--- src/rtl/aes_dec_pkg.sv ---
// -----------------------------------------------------------------------------
// aes_dec_pkg
// Shared types and constants for the AES-256 decryption round datapath.
//   state_t      : 128-bit AES state, byte 0 in bits [127:120]
//   col_t        : one 32-bit state column, row 0 in bits [31:24]
//   NUM_COLS     : columns per state
//   fsm_state_e  : sequencing states of the InvMixColumns stage
// -----------------------------------------------------------------------------
package aes_dec_pkg;

    typedef logic [127:0] state_t;
    typedef logic [31:0]  col_t;

    localparam int NUM_COLS = 4;

    typedef enum logic [1:0] {
        IDLE = 2'd0,
        RUN  = 2'd1,
        DONE = 2'd2
    } fsm_state_e;

endpackage

--- src/rtl/aes_inv_mix_col_seq_mix_column_helper.sv ---
// -----------------------------------------------------------------------------
// MixColumnHelper
// Combinational InvMixColumns transform of a single AES column in GF(2^8)
// with the AES polynomial x^8 + x^4 + x^3 + x + 1.
// Ports:
//   rc  in  32  input column, rc[31:24] = row 0
//   mc  out 32  transformed column, same byte order
// -----------------------------------------------------------------------------
module MixColumnHelper
    import aes_dec_pkg::*;
(
    input  col_t rc,
    output col_t mc
);

    function automatic logic [7:0] xt(input logic [7:0] b);
        return {b[6:0], 1'b0} ^ (b[7] ? 8'h1b : 8'h00);
    endfunction

    function automatic logic [7:0] mul09(input logic [7:0] b);
        return xt(xt(xt(b))) ^ b;
    endfunction

    function automatic logic [7:0] mul0b(input logic [7:0] b);
        return xt(xt(xt(b))) ^ xt(b) ^ b;
    endfunction

    function automatic logic [7:0] mul0d(input logic [7:0] b);
        return xt(xt(xt(b))) ^ xt(xt(b)) ^ b;
    endfunction

    function automatic logic [7:0] mul0e(input logic [7:0] b);
        return xt(xt(xt(b))) ^ xt(xt(b)) ^ xt(b);
    endfunction

    logic [7:0] a0, a1, a2, a3;

    assign a0 = rc[31:24];
    assign a1 = rc[23:16];
    assign a2 = rc[15:8];
    assign a3 = rc[7:0];

    assign mc[31:24] = mul0e(a0) ^ mul0b(a1) ^ mul0d(a2) ^ mul09(a3);
    assign mc[23:16] = mul09(a0) ^ mul0e(a1) ^ mul0b(a2) ^ mul0d(a3);
    assign mc[15:8]  = mul0d(a0) ^ mul09(a1) ^ mul0e(a2) ^ mul0b(a3);
    assign mc[7:0]   = mul0b(a0) ^ mul0d(a1) ^ mul09(a2) ^ mul0e(a3);

endmodule

--- src/rtl/aes_inv_mix_col_seq.sv ---
// -----------------------------------------------------------------------------
// aes_inv_mix_col_seq
// AddRoundKey + InvMixColumns stage of the AES-256 decryption round. The
// XOR of state and key is captured on acceptance, then COLS_PER_CYCLE columns
// per cycle are pushed through MixColumnHelper lanes into the result register.
//
// Optional feature macro: INV_MIX_BYPASS_EN
//   When defined, last_round exists; last_round=1 at acceptance writes the
//   key-XORed state straight to the result and skips RUN.
//
// Parameters:
//   COLS_PER_CYCLE  columns per RUN cycle (1, 2 or 4)
// Ports:
//   clk         in   rising-edge clock
//   rst         in   asynchronous active-high reset
//   in_valid    in   upstream offers state_in/round_key
//   in_ready    out  stage idle and out of reset
//   state_in    in   128-bit state, byte 0 = [127:120]
//   round_key   in   128-bit round key, same byte order
//   last_round  in   (INV_MIX_BYPASS_EN only) skip InvMixColumns
//   out_valid   out  state_out holds a finished result
//   out_ready   in   downstream accepts
//   state_out   out  128-bit result
//   busy        out  stage not idle
//
// state | meaning
// ------+-----------------------------------------------------------
// IDLE  | waiting for in_valid; in_ready high
// RUN   | mixing columns col .. col+COLS_PER_CYCLE-1 each cycle
// DONE  | result held on state_out with out_valid until out_ready
// -----------------------------------------------------------------------------
module aes_inv_mix_col_seq
    import aes_dec_pkg::*;
#(
    parameter int unsigned COLS_PER_CYCLE = 1
) (
    input  logic   clk,
    input  logic   rst,
    input  logic   in_valid,
    output logic   in_ready,
    input  state_t state_in,
    input  state_t round_key,
`ifdef INV_MIX_BYPASS_EN
    input  logic   last_round,
`endif
    output logic   out_valid,
    input  logic   out_ready,
    output state_t state_out,
    output logic   busy
);

    fsm_state_e state_q, state_d;
    logic [1:0] col_q, col_d;
    state_t     work_q, work_d;
    state_t     res_q, res_d;

    col_t work_cols [NUM_COLS];
    col_t lane_in   [COLS_PER_CYCLE];
    col_t lane_out  [COLS_PER_CYCLE];
    logic col_we    [NUM_COLS];
    col_t col_wd    [NUM_COLS];
    logic last_col;

    // Column select: lane j works on column col+j.
    always_comb begin
        for (int c = 0; c < NUM_COLS; c++) begin
            work_cols[c] = work_q[127-32*c -: 32];
        end
        for (int j = 0; j < int'(COLS_PER_CYCLE); j++) begin
            lane_in[j] = work_cols[col_q + 2'(j)];
        end
    end

    for (genvar j = 0; j < int'(COLS_PER_CYCLE); j++) begin : g_lane
        MixColumnHelper u_mix (
            .rc (lane_in[j]),
            .mc (lane_out[j])
        );
    end

    // Per-column write enables for the result register.
    always_comb begin
        for (int c = 0; c < NUM_COLS; c++) begin
            col_we[c] = 1'b0;
            col_wd[c] = lane_out[0];
        end
        if (state_q == RUN) begin
            for (int j = 0; j < int'(COLS_PER_CYCLE); j++) begin
                col_we[col_q + 2'(j)] = 1'b1;
                col_wd[col_q + 2'(j)] = lane_out[j];
            end
        end
    end

    // Widened so that col + COLS_PER_CYCLE == 4 does not alias to 0.
    assign last_col = (({1'b0, col_q} + 3'(COLS_PER_CYCLE)) == 3'(NUM_COLS));

    always_comb begin
        state_d = state_q;
        col_d   = col_q;
        work_d  = work_q;
        res_d   = res_q;

        for (int c = 0; c < NUM_COLS; c++) begin
            if (col_we[c]) begin
                res_d[127-32*c -: 32] = col_wd[c];
            end
        end

        case (state_q)
            IDLE: begin
                if (in_valid) begin
                    work_d = state_in ^ round_key;
                    col_d  = 2'd0;
`ifdef INV_MIX_BYPASS_EN
                    if (last_round) begin
                        res_d   = state_in ^ round_key;
                        state_d = DONE;
                    end else begin
                        state_d = RUN;
                    end
`else
                    state_d = RUN;
`endif
                end
            end
            RUN: begin
                if (last_col) begin
                    col_d   = 2'd0;
                    state_d = DONE;
                end else begin
                    col_d = col_q + 2'(COLS_PER_CYCLE);
                end
            end
            DONE: begin
                if (out_ready) begin
                    state_d = IDLE;
                end
            end
            default: begin
                state_d = IDLE;
                col_d   = 2'd0;
            end
        endcase
    end

    always_ff @(posedge clk or posedge rst) begin
        if (rst) begin
            state_q <= IDLE;
            col_q   <= 2'd0;
            work_q  <= '0;
            res_q   <= '0;
        end else begin
            state_q <= state_d;
            col_q   <= col_d;
            work_q  <= work_d;
            res_q   <= res_d;
        end
    end

    // rst gates in_ready so nothing is offered while reset is held.
    assign in_ready  = (state_q == IDLE) && !rst;
    assign out_valid = (state_q == DONE);
    assign busy      = (state_q != IDLE);
    assign state_out = res_q;

endmodule

--- config.mk ---
export PLATFORM = sky130hd
export DESIGN_NAME = aes_inv_mix_col_seq
export DESIGN_NICKNAME = d
export VERILOG_FILES = /design/src/rtl/aes_dec_pkg.sv /design/src/rtl/aes_inv_mix_col_seq_mix_column_helper.sv /design/src/rtl/aes_inv_mix_col_seq.sv
export SDC_FILE = /design/constraint.sdc
export NUM_CORES = 1
export LEC_CHECK = 0
export CORE_MARGIN = 3
export CORE_UTILIZATION = 40
export DETAILED_ROUTE_END_ITERATION = 16
export DONT_BUFFER_PORTS = 1
export GPL_ROUTABILITY_DRIVEN = 1
export PLACE_DENSITY_LB_ADDON = 0.08
export SKIP_LAST_GASP = 1
export SLEW_MARGIN = 40
export SYNTH_ARGS = -nofsm -noshare
export SYNTH_HDL_FRONTEND = slang
export SYNTH_HIERARCHICAL = 1
export SYNTH_SLANG_ARGS = --single-unit
--- constraint.sdc ---
create_clock -name clk -period 9 [get_ports clk]
set_input_delay 2.25 -clock clk [delete_from_list [all_inputs] [get_ports clk]]
set_output_delay 2.25 -clock clk [all_outputs]
set_load 0.01 [all_outputs]
After elaboration in Yosys (flattened, before gate mapping)
Index checks and enable logic that the tools add are counted.
{"block": "op_classes", "mul": 0, "n_mux": 29, "addsub": 2, "n_bitwise": 51, "eq_ne": 6, "order_cmp": 2, "reduce_logical": 8, "shifts": 0, "div": 0}
{"operator": "XOR 8 bit", "n": 45}
{"operator": "bitwise mux 128 bit", "n": 1}
{"operator": "two-way mux 128 bit", "n": 1}
{"operator": "XOR 128 bit", "n": 1}
{"operator": "two-way mux 32 bit", "n": 3}
{"operator": "binary-select mux 32 bit (select 2 bit)", "n": 1}
{"operator": "demux 32 bit (select 2 bit)", "n": 1}
{"operator": "two-way mux 5 bit", "n": 12}
{"operator": "XOR 8 x 5 -> 8 bit", "n": 3}
{"operator": "case mux 2 bit (3 select lines)", "n": 2}
{"operator": "two-way mux 2 bit", "n": 5}
{"operator": "two-way mux 4 bit", "n": 1}
{"operator": "!= test 2 bit (second input constant)", "n": 2}
{"operator": "AND reduction 2 bit", "n": 2}
{"operator": "adder 2 x 1 -> 3 bit (second input constant)", "n": 1}
{"operator": "== test 3 bit (second input constant)", "n": 1}
{"operator": ">= comparator 3 bit (second input constant)", "n": 1}
{"operator": "< comparator 3 x 1 -> 1 bit (second input constant)", "n": 1}
{"operator": "inverter 2 -> 3 bit", "n": 1}
{"operator": "AND reduction 3 bit", "n": 1}
{"operator": "adder 2 x 1 -> 2 bit (second input constant)", "n": 1}
{"operator": "demux 1 bit (select 2 bit)", "n": 1}
{"operator": "== test 2 x 1 -> 1 bit (second input constant)", "n": 1}
{"operator": "== test 2 bit (second input constant)", "n": 1}
{"operator": "7 further kinds", "n": 8}
{"block": "word_totals", "output_inout_bits": 131, "inputBits": 260, "ff_bits": 260, "rom_bits": 0, "latch_bits": 0, "ramBits": 0, "n_memories": 0, "word_cells": 105}

Depth between registers and ports, before layout
Gate-level depths: netlist (run 1).
{"block": "logic_depth", "word_depth": 17, "mapped_depth": 9, "mapped_depth_nobuf": 6}

Modules after synthesis
The synthesis (run 1) kept the hierarchy.
{"mod": "aes_inv_mix_col_seq", "n_inst": 1, "cells_each": 738, "seq_area_each_um2": 6506.2, "area_each_um2": 11792.6}
{"mod": "MixColumnHelper", "n_inst": 1, "cells_each": 213, "seq_area_each_um2": 0.0, "area_each_um2": 2391.0}

Worst setup path before layout (run 1)
Ideal clock, no wire load.
{"block": "synth_timing", "path_type": "input to output", "from": "input port rst", "to": "output port in_ready", "cell_stages": 1, "path_buffers": 0, "required_ns": 6.750, "t_arrival_ns": 2.419, "slack_ns": 4.331, "cell_sequence": "nor2_1"}
{"block": "synth_via", "elab_chain_len": 2}
{"element": "start: declaration", "line": "aes_inv_mix_col_seq.sv:38", "rtl": "input logic rst,"}
{"element": "zero test 1 bit", "line": "aes_inv_mix_col_seq.sv:162", "rtl": "assign in_ready = (state_q == IDLE) && !rst;"}
{"element": "logical AND 1 bit", "line": "aes_inv_mix_col_seq.sv:162"}
{"element": "end: declaration", "line": "aes_inv_mix_col_seq.sv:40", "rtl": "output logic in_ready,"}
Every way passes these cells.

Final worst setup path (run 1)
Same ends and word-level chain as after synthesis.

==> run metrics, run 1 <==
syn_area_per_cell 14.9 sq um; largest net degree at the start of global routing 136; Worst Path Max Fanout 2; first-pass GRT wire length 50,500 microns; worst-case clock buffer depth 3; Final nets 1,204; clock buffer count from CTS 30; # clock sinks 260; Filler Cells Inserted 3,179; CP startpoint kind primary input; WL per Instance 24.1 microns; Crit-path slowest cell nor2_1; delay-heaviest family, CP simple AND/OR/NAND/NOR gates; Setup TNS Final 0 ns; Post-Place Setup Slack 4.32 ns; TritonRoute pass-1 iters 4; Worst Hold Endpoint work_cols[33]$_DFFE_PP0P_; DRC Markers 0; Fin. Hold Viols 0; CTS tree yes; placed cells 1,362; area of the multi-input gates 7220 sq um; RR Startpoint col_q[0]$_DFFE_PP0P_; Final Wtd Congestion 0.831; number of global-route vias before repair 7,916; floorplan row count 68; die width 194 microns; Hold-fix buffers, CTS 0; HP Class reg -> reg; Routed Antenna Nets 0; fmax 214 MHz; final worst setup slack 4.32 ns; HPWL Detailed 25,500 microns; Reg area 6510 sq um; Slew @ Worst Pin 0.786 ns; Setup CP Type in -> out; synthesis-to-layout area growth 8.94%; Final setup viols 0; ant diodes 0; die height 194 microns; Post CTS Setup Buffer Count 0; slew margin rel. 47.6%; crit path buf inv count 0; fin crit period 4.68 ns; initial antenna violation count 0; # port buffers 0; # IOs 391; Netlist cell types 32; DR iter-0 viols 238; Reg clk slew, reported paths 0.06 ns; post-synthesis register bit count 260; Cells after Synth 951; Hold Path Depth 1; CP cell instances nor2_1; core area 34,700 sq um; layout cells sized above 1 37.7%; via/cell ratio 5.18; global-route usage over all layers 17.6%; WP data required 6.75 ns; total global routing overflow 0; CP peak stage delay 0.18 ns; reg-to-reg slack, setup 5.08 ns; syn_nets 1,216; max-cap viol count 0; status complete, no violations; Die ar. 37,800 sq um; Initial Util 40.9%; Layout Skew 0.0196 ns; yosys warns 6; vias 7,332; post-CTS resize count 0; H-tree depth 1; Worst Setup End Kind output pin; Max Transition Viols Final 0; Reg2Reg Depth 7; register area share after synthesis 45.9%; RSZ-0062 raised after global routing no; Clk Latency, worst-skew pair 0.56 ns; RR Endpoint state_out[4]$_DFFE_PP0P_; Root Driver clkbuf_16; Mapped Area 14,200 sq um; final instance count without filler cells 1,416; CP arrival 2.43 ns; total detailed-routing wirelength 34,200 microns; hold_sp work_cols[33]$_DFFE_PP0P_; Period Utilization, post-route 52.0%
## synthesized netlist by cell type
| cell type | n | share of area (%) |
|---|---|---|
| clkbuf_8 | 12 | 1.2 |
| nor2_1 | 2 | 0.053 |
| xnor2_4 | 1 | 0.19 |
| nor2b_1 | 1 | 0.044 |
| a32o_1 | 2 | 0.14 |
| xor3_2 | 2 | 0.35 |
| xnor2_2 | 2 | 0.23 |
| a21oi_1 | 1 | 0.035 |
| nand2b_1 | 3 | 0.13 |
| buf_4 | 18 | 0.95 |
| xor2_1 | 172 | 11 |
| xnor3_2 | 1 | 0.17 |
| nor3b_2 | 1 | 0.088 |
| and2b_1 | 1 | 0.053 |
| a22o_1 | 1 | 0.062 |
| xor3_1 | 6 | 1.0 |
| buf_2 | 10 | 0.35 |
| xnor2_1 | 112 | 6.9 |
| ha_1 | 5 | 0.44 |
| xnor3_1 | 25 | 4.0 |
| xor2_2 | 2 | 0.23 |
| mux2_2 | 256 | 20 |
| clkbuf_1 | 5 | 0.13 |
| dfrtp_1 | 260 | 46 |
| or2_2 | 1 | 0.044 |
| nand3b_2 | 4 | 0.32 |
| buf_8 | 1 | 0.11 |
| buf_6 | 4 | 0.32 |
| xnor3_4 | 1 | 0.19 |
| inv_1 | 5 | 0.13 |
| mux4_2 | 32 | 5.1 |
| buf_12 | 2 | 0.28 |
## stage by stage
step	hold WS, ns	utilization (%)	cell area, sq um
detailed placement	0.491	41.5	14400
finish	0.501	44.5	15500
global placement	0.485	41.4	14400
CTS	0.505	44.5	15500
floorplan	0.475	-	14200
global route	0.520	44.5	15500
## final cells by class
class	instances	area share, %
Multi-Input combinational cell	634	46.7
Sequential cell	260	42.1
Clock buffer	43	5.70
Tap cell	455	3.68
Clock inverter	11	1.09
Timing Repair Buffer	8	0.518
Inverter	5	0.146
## cells by family after synthesis
family                   after synthesis  synth area share, %
multiplexers                         288                 25.4
XOR/XNOR                             324                 23.9
buffers and inverters                 57                 3.44
AND/OR/NAND/NOR                       13                0.732
AO/OA/AOI/OAI                          4                0.238
flip-flops                           260                 45.9
adder cells (fa/ha/maj)                5                0.441
## how the worst max path moves through the flow
stage | startpoint | to | slack [ns] | cells after the start
floorplan | rst | col_q[0]$_DFFE_PP0P_ | 3.32 | 1
global placement | rst | in_ready | 4.30 | 1
detailed placement | rst | in_ready | 4.32 | 1
CTS | rst | in_ready | 4.32 | 1
global route | rst | in_ready | 4.30 | 1
finish | rst | in_ready | 4.32 | 1
## metal layers
layer / part of all wire, % / global-route usage (%)
met5: 0 / 0
met4: 2.1 / 3.75
met3: 6.3 / 4.13
met2: 50 / 30.5
met1: 41 / 22.5
## layout by cell type, fill, tap and decap left out, types with 2 or more instances in the layout
cell	instances
nand3b_4	3
clkinv_2	4
ha_1	5
bufinv_16	4
dfrtp_2	2
inv_1	4
xor3_1	6
xor2_2	2
buf_4	5
buf_6	2
clkinvlp_4	2
clkbuf_16	31
xnor2_2	2
a32o_1	2
nor2_1	2
clkbuf_8	6
dfrtp_1	258
xor2_1	172
xor3_2	2
mux2_2	256
xnor3_1	25
xnor2_1	112
mux4_2	32
nand2b_1	3
clkbuf_1	6
## state kept, by name (all words and copies together), names as in the netlist
name,cells
state_q,2
col_q,2
state_out,128
work_cols,128
Power of run 1 is left out: the tool's default activity adds up to more than one toggle a clock period on the data nets, which glitch-free logic cannot reach.
==> run 2, diff against run 1 <==
Clock period 9 ns to 3.86 ns, I/O delays scaled along.
==> run metrics, run 2 (synthesized netlist as in run 1, its figures left out) <==
Fin. Hold Viols 0 (unchanged); Post CTS Setup Buffer Count 0 (unchanged); Worst Setup End Kind flip-flop; CP arrival 4.02 ns (+1.59 ns); floorplan row count 68 (unchanged); Period Utilization, post-route 92.7%; Die ar. 37,800 sq um (unchanged); CTS tree yes; RR Endpoint state_out[69]$_DFFE_PP0P_; CP dominant cell by count xor2_1; worst-case clock buffer depth 3 (unchanged); via/cell ratio 5.12 (-1.1%); Worst Path Max Fanout 17 (+15); reg-to-reg slack, setup 0.28 ns (-4.80 ns); critical path depth 7 (+6); Filler Cells Inserted 3,116 (-2.0%); Max Transition Viols Final 0 (unchanged); Root Driver clkbuf_16; HP Class in -> async; area of the multi-input gates 7200 sq um (-0.36%); delay-heaviest family, CP XOR/XNOR gates; Final setup viols 0 (unchanged); ant diodes 0 (unchanged); fin crit period 3.58 ns; first-pass GRT wire length 52,800 microns (+4.5%); Hold-fix buffers, CTS 0 (unchanged); DRC Markers 0 (unchanged); total detailed-routing wirelength 35,800 microns (+4.6%); commonest non-fill, non-tap cell in the layout dfrtp_1; post-CTS resize count 0 (unchanged); # port buffers 0 (unchanged); Reg2Reg Depth 7 (unchanged); CP cell instances buf_12, mux4_2, xor2_1, xor2_1, xnor2_1, xnor3_1, mux2_2; crit path launch col_q[0]$_DFFE_PP0P_; vias 7,354 (+0.30%); RSZ-0062 raised after global routing no; # clock sinks 260 (unchanged); DR iter-0 viols 297 (+25%); Layout Skew 0.0116 ns (-0.00797 ns); Final Wtd Congestion 0.855 (+2.9%); Slew @ Worst Pin 0.652 ns (-0.134 ns); RR Startpoint col_q[0]$_DFFE_PP0P_; fmax 280 MHz; clock buffer count from CTS 30 (unchanged); layout cells sized above 1 38.6% (+0.96 points); Final Util 44.8% (+0.26 points); WP data required 4.30 ns (-2.45 ns); HPWL Detailed 27,400 microns (+7.5%); final instance count without filler cells 1,436 (+1.4%); Routed Antenna Nets 0 (unchanged); synthesis-to-layout area growth 9.57%; most frequent cells in the layout 258 x dfrtp_1, 256 x mux2_2, 172 x xor2_1, 112 x xnor2_1, 32 x mux4_2; max-cap viol count 0 (unchanged); initial antenna violation count 0 (unchanged); largest net degree at the start of global routing 109 (-20%); global-route usage over all layers 18.3% (+0.77 points); crit path buf inv count 1 (+1); Reg clk slew, reported paths 0.06 ns (about the same); total global routing overflow 0 (unchanged); H-tree depth 1 (unchanged); die width 194 microns (unchanged); status complete, no violations; Setup CP Type reg -> reg; slew margin rel. 56.2% (+8.6 points); core area 34,700 sq um (unchanged); CP peak stage delay 0.67 ns (+0.49 ns); TritonRoute pass-1 iters 4 (unchanged); Clk Latency, worst-skew pair 0.55 ns (about the same); Initial Util 40.9% (unchanged); critical path endpoint state_out[69]$_DFFE_PP0P_; CP startpoint kind flip-flop; Reg area 6510 sq um (unchanged); number of global-route vias before repair 8,177 (+3.3%); die height 194 microns (unchanged); Crit-path slowest cell mux4_2; WL per Instance 24.9 microns (+3.2%); # IOs 391 (unchanged); Final nets 1,224 (+1.7%); placed cells 1,382 (+1.5%)
-- run 2: cell types whose count changed in the layout (fill, tap and decap cells not counted) --
cell | before | now
buf_6 | 2 | 0
nand3b_2 | 1 | 4
buf_12 | 1 | 5
bufinv_16 | 4 | 1
nand3b_4 | 3 | 0
clkbuf_8 | 6 | 7
clkbuf_1 | 6 | 9
inv_8 | 1 | 0
buf_4 | 5 | 23
-- run 2: layout make-up --
| class | count | share of cell area [%] |
|---|---|---|
| Sequential cell | 260 | 41.9 |
| Inverter | 5 | 0.145 |
| Multi-Input combinational cell | 634 | 46.3 |
| Timing Repair Buffer | 28 | 1.76 |
| Clock inverter | 7 | 0.427 |
| Tap cell | 455 | 3.66 |
| Clock buffer | 47 | 5.83 |
-- run 2: through the flow --
step	hold slack [ns]	setup WS (ns)	setup TNS [ns]	cell area [sq um]
after floorplan	0.475	-0.533	-138.47	14200
after global placement	0.485	0.239	0	14600
after detailed placement	0.492	0.234	0	14600
after CTS	0.332	0.222	0	15500
after global routing	0.351	0.133	0	15500
final	0.329	0.284	0	15500
-- run 2: worst min path at each step --
stage,end,slack (ns)
final,state_q[1]$_DFFE_PP0P_,0.33
after global routing,state_q[1]$_DFFE_PP0P_,0.35
after CTS,state_q[1]$_DFFE_PP0P_,0.33
after detailed placement,work_cols[51]$_DFFE_PP0P_,0.49
after global placement,work_cols[69]$_DFFE_PP0P_,0.49
after floorplan,work_cols[40]$_DFFE_PP0P_,0.48
-- run 2: routing by layer --
layer  GRT usage, %  vias up  share of wire (%)
li1               -     3286                  -
met1           24.2     3782                 42
met2           32.2      253                 51
met3           3.61       33                6.2
met4           2.77        0                1.1
met5              0        -                  0
Power of run 2 is left out for the same reason.
==> run 3, diff against run 2 <==
Settings changed: PLACE_DENSITY_LB_ADDON 0.08 to not set.
==> run metrics, run 3 (synthesized netlist as in run 1, its figures left out) <==
area of the multi-input gates 7200 sq um (unchanged); Post CTS Setup Buffer Count 0 (unchanged); Reg area 6510 sq um (unchanged); via/cell ratio 5.13 (+0.22%); Initial Util 40.9% (unchanged); Layout Skew 0.0237 ns (+0.0121 ns); fmax 296 MHz (+5.9%); DR iter-0 viols 271 (-8.8%); Slew @ Worst Pin 0.773 ns (+0.121 ns); WL per Instance 24.6 microns (-1.2%); ant diodes 0 (unchanged); crit path buf inv count 1 (unchanged); largest net degree at the start of global routing 129 (+18%); CP cell instances buf_12, mux4_2, xor2_1, xor2_1, xnor2_1, xnor3_1, mux2_2; fin crit period 3.38 ns (-0.200 ns); total global routing overflow 0 (unchanged); layout cells sized above 1 39.1% (+0.43 points); HP Class in -> async; H-tree depth 1 (unchanged); Routed Antenna Nets 0 (unchanged); total detailed-routing wirelength 35,300 microns (-1.4%); RSZ-0062 raised after global routing no; worst-case clock buffer depth 3 (unchanged); slew margin rel. 48.1% (-8.1 points); WP data required 4.30 ns (about the same); Final nets 1,221 (-0.25%); # clock sinks 260 (unchanged); DRC Markers 0 (unchanged); HPWL Detailed 27,100 microns (-1.2%); first-pass GRT wire length 52,400 microns (-0.72%); floorplan row count 68 (unchanged); final instance count without filler cells 1,433 (-0.21%); CP arrival 3.82 ns (-0.20 ns); initial antenna violation count 0 (unchanged); Clk Latency, worst-skew pair 0.56 ns (about the same); synthesis-to-layout area growth 9.82%; Hold-fix buffers, CTS 0 (unchanged); CP peak stage delay 0.68 ns (about the same); Crit-path slowest cell mux4_2; clock buffer count from CTS 29 (-3.3%); Die ar. 37,800 sq um (unchanged); max-cap viol count 0 (unchanged); Filler Cells Inserted 3,176 (+1.9%); Reg clk slew, reported paths 0.06 ns (about the same); TritonRoute pass-1 iters 4 (unchanged); Max Transition Viols Final 0 (unchanged); status complete, no violations; Period Utilization, post-route 87.5% (-5.2 points); CTS tree yes; die width 194 microns (unchanged); post-CTS resize count 0 (unchanged); commonest non-fill, non-tap cell in the layout dfrtp_1; Fin. Hold Viols 0 (unchanged); CP dominant cell by count xor2_1; # IOs 391 (unchanged); Worst Setup End Kind flip-flop; Root Driver clkbuf_16; vias 7,355 (+0.014%); number of global-route vias before repair 8,004 (-2.1%); # port buffers 0 (unchanged); Final setup viols 0 (unchanged); placed cells 1,380 (-0.14%); core area 34,700 sq um (unchanged); die height 194 microns (unchanged); Setup CP Type reg -> reg; CP startpoint kind flip-flop; global-route usage over all layers 18.1% (-0.19 points); Setup TNS Final 0 ns (unchanged); Worst Path Max Fanout 36 (+19); Final Wtd Congestion 0.896 (+4.8%); most frequent cells in the layout 258 x dfrtp_1, 256 x mux2_2, 172 x xor2_1, 112 x xnor2_1, 32 x mux4_2; delay-heaviest family, CP XOR/XNOR gates
==> run 3: final cells by class <==
type / count / share of cell area [%]
Timing Repair Buffer: 26 / 1.94
Inverter: 5 / 0.145
Multi-Input combinational cell: 634 / 46.2
Tap cell: 455 / 3.65
Clock buffer: 40 / 5.44
Sequential cell: 260 / 41.8
Clock inverter: 13 / 0.835
==> run 3: per-layer routing <==
metal	GRT usage [%]	routed length, microns	up-vias
li1	-	-	3299
met1	23.1	14400	3727
met5	0	0	-
met4	3.88	637	0
met3	3.95	2330	42
met2	31.9	17900	287
==> run 3: worst paths after layout <==
path                                       startpoint                         end  slack (ns)  cells after the start
min in group clk           work_cols[108]$_DFFE_PP0P_  work_cols[108]$_DFFE_PP0P_        0.50                      1
min                                               rst   state_out[93]$_DFFE_PP0P_        0.33                      1
max reg2reg                      col_q[0]$_DFFE_PP0P_   state_out[69]$_DFFE_PP0P_        0.48                      7
max                              col_q[0]$_DFFE_PP0P_   state_out[69]$_DFFE_PP0P_        0.48                      7
min reg2reg                work_cols[108]$_DFFE_PP0P_  work_cols[108]$_DFFE_PP0P_        0.50                      1
max in group asynchronous                         rst   state_out[77]$_DFFE_PP0P_        2.67                      3
==> run 3: metrics by stage <==
step / util, % / cell area (sq um) / setup WS [ns] / hold WS, ns
6_report: 44.9 / 15600 / 0.484 / 0.332
5_1_grt: 44.9 / 15600 / 0.263 / 0.332
4_1_cts: 44.9 / 15600 / 0.431 / 0.316
3_5_place_dp: 42.1 / 14600 / 0.424 / 0.490
3_3_place_gp: 42.0 / 14600 / 0.452 / 0.485
2_1_floorplan: - / 14200 / -0.533 / 0.475
Power of run 3 is left out for the same reason.
